==> src/rtl/pulse_synth_multi.sv <==
// Multi-channel pulse synthesiser: debounced step/select buttons with auto-repeat,
// per-channel scale registers, phase-accumulator square waves and a mode-selected combiner.
module pulse_synth_multi #(
    parameter int NUM_CH        = 4,
    parameter int SCALE_W       = 6,
    parameter int SCALE_RESET   = 1,
    parameter int ACC_W         = 24,
    parameter int DEB_CYCLES    = 500000,
    parameter int REPEAT_CYCLES = 12500000
) (
    input  logic                                            sysclk,
    input  logic                                            reset,
    input  logic                                            bt_plus,
    input  logic                                            bt_minus,
    input  logic                                            bt_sel,
    input  logic [NUM_CH-1:0]                               enable_sw,
    input  logic [1:0]                                      mode,
    output logic                                            pulse,
    output logic [NUM_CH-1:0]                               pulse_ch,
    output logic [SCALE_W-1:0]                              scale_out,
    output logic [((NUM_CH > 1) ? $clog2(NUM_CH) : 1)-1:0]  ch_sel
);

    localparam int CH_W  = (NUM_CH > 1) ? $clog2(NUM_CH) : 1;
    localparam int DEB_W = (DEB_CYCLES > 1) ? $clog2(DEB_CYCLES) : 1;
    localparam int REP_W = (REPEAT_CYCLES > 1) ? $clog2(REPEAT_CYCLES) : 1;

    localparam logic [DEB_W-1:0]   DEB_LAST  = DEB_W'(DEB_CYCLES - 1);
    localparam logic [REP_W-1:0]   REP_LAST  = REP_W'(REPEAT_CYCLES - 1);
    localparam logic [CH_W-1:0]    CH_LAST   = CH_W'(NUM_CH - 1);
    localparam logic [SCALE_W-1:0] SCALE_MAX = {SCALE_W{1'b1}};

    // button index: 0 = plus, 1 = minus, 2 = sel
    logic [2:0]        btn_meta, btn_sync;
    logic [NUM_CH-1:0] en_meta, en_sync;
    logic [1:0]        mode_meta, mode_sync;

    logic [2:0]        deb_level, deb_prev, step_q;
    logic [DEB_W-1:0]  deb_cnt [3];
    logic [REP_W-1:0]  rep_cnt [2];
    logic [1:0]        rep_hit;

    logic [SCALE_W-1:0] scale [NUM_CH];
    logic [ACC_W-1:0]   acc   [NUM_CH];
    logic               pulse_next;
    logic [NUM_CH-1:0]  ch_masked;

    always_ff @(posedge sysclk) begin
        if (reset) begin
            btn_meta  <= '0;
            btn_sync  <= '0;
            en_meta   <= '0;
            en_sync   <= '0;
            mode_meta <= '0;
            mode_sync <= '0;
        end else begin
            btn_meta  <= {bt_sel, bt_minus, bt_plus};
            btn_sync  <= btn_meta;
            en_meta   <= enable_sw;
            en_sync   <= en_meta;
            mode_meta <= mode;
            mode_sync <= mode_meta;
        end
    end

    always_comb begin
        rep_hit = '0;
        for (int b = 0; b < 2; b++) begin
            rep_hit[b] = deb_level[b] && (rep_cnt[b] == REP_LAST);
        end
    end

    // Step events are registered once more after the level edge, so a press
    // reaches the scale register 2 sync + DEB_CYCLES + 2 cycles after the raw edge.
    always_ff @(posedge sysclk) begin
        if (reset) begin
            deb_level <= '0;
            deb_prev  <= '0;
            step_q    <= '0;
            for (int b = 0; b < 3; b++) deb_cnt[b] <= '0;
            for (int b = 0; b < 2; b++) rep_cnt[b] <= '0;
        end else begin
            deb_prev <= deb_level;
            step_q   <= (deb_level & ~deb_prev) | {1'b0, rep_hit};
            for (int b = 0; b < 3; b++) begin
                if (btn_sync[b] == deb_level[b]) begin
                    deb_cnt[b] <= '0;
                end else if (deb_cnt[b] == DEB_LAST) begin
                    deb_cnt[b]   <= '0;
                    deb_level[b] <= btn_sync[b];
                end else begin
                    deb_cnt[b] <= deb_cnt[b] + DEB_W'(1);
                end
            end
            // counting starts the cycle after the initial event so repeats land exactly REPEAT_CYCLES apart
            for (int b = 0; b < 2; b++) begin
                if (!deb_level[b] || rep_hit[b]) begin
                    rep_cnt[b] <= '0;
                end else if (deb_prev[b]) begin
                    rep_cnt[b] <= rep_cnt[b] + REP_W'(1);
                end
            end
        end
    end

    always_ff @(posedge sysclk) begin
        if (reset) begin
            ch_sel <= '0;
            for (int c = 0; c < NUM_CH; c++) scale[c] <= SCALE_W'(SCALE_RESET);
        end else begin
            if (step_q[0] && !step_q[1] && scale[ch_sel] != SCALE_MAX) begin
                scale[ch_sel] <= scale[ch_sel] + SCALE_W'(1);
            end else if (step_q[1] && !step_q[0] && scale[ch_sel] != '0) begin
                scale[ch_sel] <= scale[ch_sel] - SCALE_W'(1);
            end
            if (step_q[2]) begin
                ch_sel <= (ch_sel == CH_LAST) ? '0 : ch_sel + CH_W'(1);
            end
        end
    end

    assign scale_out = scale[ch_sel];

    always_ff @(posedge sysclk) begin
        for (int c = 0; c < NUM_CH; c++) begin
            if (reset || !en_sync[c] || scale[c] == '0) begin
                acc[c] <= '0;
            end else begin
                acc[c] <= acc[c] + ACC_W'(scale[c]);
            end
        end
    end

    always_comb begin
        pulse_ch = '0;
        for (int c = 0; c < NUM_CH; c++) begin
            pulse_ch[c] = acc[c][ACC_W-1];
        end
    end

    always_comb begin
        ch_masked  = pulse_ch & en_sync;
        pulse_next = 1'b0;
        case (mode_sync)
            2'b00:   pulse_next = |ch_masked;
            2'b01:   pulse_next = ^ch_masked;
            2'b10:   pulse_next = (|en_sync) && (&(pulse_ch | ~en_sync));
            default: pulse_next = pulse_ch[ch_sel];
        endcase
    end

    always_ff @(posedge sysclk) begin
        if (reset) begin
            pulse <= 1'b0;
        end else begin
            pulse <= pulse_next;
        end
    end

endmodule

==> config.mk <==
export PLATFORM = sky130hd
export DESIGN_NAME = pulse_synth_multi
export DESIGN_NICKNAME = d
export VERILOG_FILES = /design/src/rtl/pulse_synth_multi.sv
export SDC_FILE = /design/constraint.sdc
export NUM_CORES = 1
export LEC_CHECK = 0
export CELL_PAD_IN_SITES_DETAIL_PLACEMENT = 0
export CELL_PAD_IN_SITES_GLOBAL_PLACEMENT = 1
export CORE_AREA = 3 3 183 185
export DETAILED_ROUTE_END_ITERATION = 10
export DIE_AREA = 0 0 186 188
export GPL_TIMING_DRIVEN = 0
export PLACE_DENSITY_LB_ADDON = 0.25
export SYNTH_ARGS = -nofsm -noshare
export SYNTH_HDL_FRONTEND = slang
export SYNTH_SLANG_ARGS = --single-unit
==> constraint.sdc <==
create_clock -name sysclk -period 3.81 [get_ports sysclk]
set_clock_uncertainty 0.2 [all_clocks]
set_input_delay 0.381 -clock sysclk [delete_from_list [all_inputs] [get_ports sysclk]]
set_output_delay 0.381 -clock sysclk [all_outputs]
set_load 0.01 [all_outputs]
==> results_dict.tcl, run 1 <==
set metrics [dict create \
    max_freq_mhz 277 \
    cp_num_buf_inv 1 \
    grt_max_degree 25 \
    worstPathArrival_ps 3690 \
    dieWidth_um 186 \
    antenna_found_initial 0 \
    start_util_pct 39.5 \
    relSlewSlack_pct 23.3 \
    p_leak_nw 5.08 \
    critPathMaxFanout 6 \
    die-height_um 188 \
    syn_inst 1291 \
    vias_per_cell 4.94 \
    yosysWarnings 0 \
    cp_slowest_cell "mux4_2" \
    hold_buffers 0 \
    grt_pass1_vias 8591 \
    switching_share_pct 21.2 \
    async_flop_share_pct 0 \
    dp_hpwl_um 17700 \
    totalPowerFinal_w 0.00608 \
    crit_path_end_kind "register" \
    yosys_register_bits 257 \
    synth_area_sq_um 12700 \
    dieArea_sq_um 35000 \
    syn_avg_cell_area_sq_um 9.86 \
    synth-seq-area-share_pct 50.6 \
    drt_wl_total_um 25200 \
    busiest_layer "met2" \
    path_class "register to register" \
    grt_pass1_wl_um 42800 \
    worstPathRequired_ps 3890 \
    vias 9066 \
    drt_iter0_drc 478 \
    p_int_w 0.00480 \
    crit_family "simple AND/OR/NAND/NOR gates" \
    min_period_ps 3610 \
    num_io_pins 24 \
    ant_nets 0 \
    ctsResizeCount 0 \
    finalHoldViolations 0 \
    cts_tree "yes" \
    powerDensity_nw_per_um2 413 \
    cts-root-buf "clkbuf_16" \
    clock_latency_ps 550 \
    grt_overflow 0 \
    p_comb_share_pct 2.7 \
    rsz0062_at_grt "no" \
    area_growth_pct 15.7 \
    status "completed" \
    gp_congestion 0.794 \
    antenna_cells 0 \
    cp-start-kind "register" \
    firstDrtPassIters 5 \
    p_seq_share_pct 49.0 \
    wl_per_cell_um 13.7 \
    met1_usage_pct 20.5 \
    clock-sinks 257 \
    drv.max_cap_violation_count 0 \
    nets 1456 \
    grtUsageMet3_pct 2.13 \
    grt_usage_pct 14.6 \
    clk_pin_slew_ps 60 \
    synth-edff-count 129 \
    fp-row-count 66 \
    core_sq_um 32200 \
    setup_viol 0 \
    drive_above_1_share_pct 4.76 \
    hold_slack_ps 184 \
    ir_worst_vdd_uv 297 \
    clockBufferDepth 3 \
    p_clk_share_pct 48.3 \
    fin_crit_sh_pct 94.8 \
    synth-main-ff-cell "edfxtp_1" \
    drc 0 \
    yosysUniqueCellTypes 47 \
    tightestPinTransition_ps 1150 \
    slew_violations 0 \
    crit_chain "buf_6 -> mux4_2 -> nor4_1 -> and2_1 -> nor3_1 -> fa_1 -> a21o_1 -> a21oi_1 -> xor2_1 -> nor2_1" \
    hold_class "register to register" \
    slowest_delay_ps 610 \
    grtUsageMet2_pct 23.9 \
    htree_levels 1 \
    numCtsBuffers 31 \
    port_buffers 23 \
    p_sw_w 0.00129 \
]
-- through the flow --
step	setup TNS [ps]	area (sq um)	std cells	setup WS [ps]	utilization, %
floorplan	0	12900	1347	588	-
global placement	-3340	13700	1778	-398	42.5
detailed placement	-3510	13700	1778	-435	42.5
CTS	0	14700	1835	77.3	45.7
global route	0	14700	1836	26.9	45.7
finish	0	14700	1836	200	45.7
-- timing repair --
action / 4_1_cts / 5_1_grt
endpoints found under the hold margin: 0 / 0
buffers inserted: 0 / 1
setup endpoints to repair: 0 / 4
-- final timing paths --
path / startpoint / endpoint / slack [ps] / cells past startpoint
worst max-delay path: register / scale[1][4]$_SDFFCE_PN0P_ / 200 / 10
worst min register to register: deb_prev[2]$_SDFF_PP0_ / step_q[2]$_SDFF_PP0_ / 180 / 1
worst min-delay path: deb_prev[2]$_SDFF_PP0_ / step_q[2]$_SDFF_PP0_ / 180 / 1
worst max register to register: register / scale[1][4]$_SDFFCE_PN0P_ / 200 / 10
-- cells by family (layout without fill, tap and decap cells) --
group,count (synthesis),count (layout),synth area share (%)
AO/OA/AOI/OAI,110,110,5.81
XOR/XNOR,167,167,11.5
adder cells (fa/ha/maj),41,41,4.32
buffers and inverters,88,169,2.81
flip-flops,257,257,50.6
multiplexers,15,15,1.87
other,1,57,0.0295
AND/OR/NAND/NOR,612,612,23.1
-- cells in the mapped netlist, drive strengths merged, types with 2 or more instances --
cell type / instances / area [sq um]
a2111oi: 10 / 87.6
o211ai: 2 / 15.0
and3: 30 / 188
nand3: 72 / 360
nor2b: 34 / 213
buf: 13 / 76.3
xor2: 83 / 727
nand4: 37 / 231
o21ai: 22 / 110
or4: 8 / 60.1
o311ai: 3 / 26.3
nor3: 39 / 195
nor3b: 5 / 37.5
o22ai: 2 / 12.5
o21a: 7 / 52.6
ha: 36 / 450
or3: 10 / 62.6
nor2: 243 / 912
dfxtp: 128 / 2560
or2: 2 / 12.5
xnor2: 84 / 736
nand2: 81 / 304
nor4b: 6 / 52.6
fa: 5 / 100
edfxtp: 129 / 3870
a2111o: 5 / 56.3
nor4: 16 / 100
a211oi: 18 / 135
a21boi: 4 / 30.0
and4: 12 / 105
mux4: 7 / 158
a21o: 7 / 52.6
clkbuf: 28 / 105
a21oi: 26 / 130
nand2b: 8 / 50.1
o21bai: 3 / 22.5
mux2i: 8 / 80.1
inv: 47 / 176
and2: 7 / 43.8
-- layout make-up --
class | instances | area (sq um)
clock inverters | 11 | 83.8
inverters | 47 | 176
fillers | 3143 | 17500
clock buffers | 46 | 955
repair buffers | 24 | 238
well taps | 408 | 510
plain buffers | 41 | 181
flip-flops and latches | 257 | 6440
multi-input cells | 1002 | 6150
-- placed cells by master (no fill, tap or decap), drive strengths merged, types with 8 or more instances in the layout --
cell type,count
and4,12
o21ai,22
clkinv,9
dfxtp,128
a2111oi,10
nand4,37
a211oi,18
clkbuf,74
inv,48
or3,10
xor2,83
nand2,81
or4,8
and3,30
xnor2,84
edfxtp,129
nor2,243
clkdlybuf4s50,23
buf,14
nor3,39
conb,57
nor2b,34
nor4,16
a21oi,26
mux2i,8
ha,36
nand3,72
nand2b,8
-- registers in the layout, indices dropped and copies added (netlist names), 3 cells and up, named ones only --
register and flops:
deb_level 3, deb_cnt 57, acc 96, scale 24, deb_prev 3, btn_meta 3, en_sync 4, rep_cnt 48
en_meta 4, btn_sync 3, step_q 3
-- layer usage --
metal	wire length, um	vias up
met5	0	-
met4	568	0
met3	732	40
met2	11600	83
met1	12300	4228
li1	-	4715
-- power groups by stage --
stage / combinational (W) / sequential, W / clock [W]
floorplan: 0.000118 / 0.00303 / 0
global placement: 0.000165 / 0.00304 / 0
detailed placement: 0.000165 / 0.00304 / 0
finish: 0.000166 / 0.00298 / 0.00294
CTS: 0.000166 / 0.00298 / 0.00303
global route: 0.000190 / 0.00299 / 0.00315
Power figures use the tool's default switching activity.
==> run 2: changes to the inputs <==
- TNS_END_PERCENT: not set -> 1
==> results of run 2 <==
Final layout, timing and power as in run 1 (identical DEF).
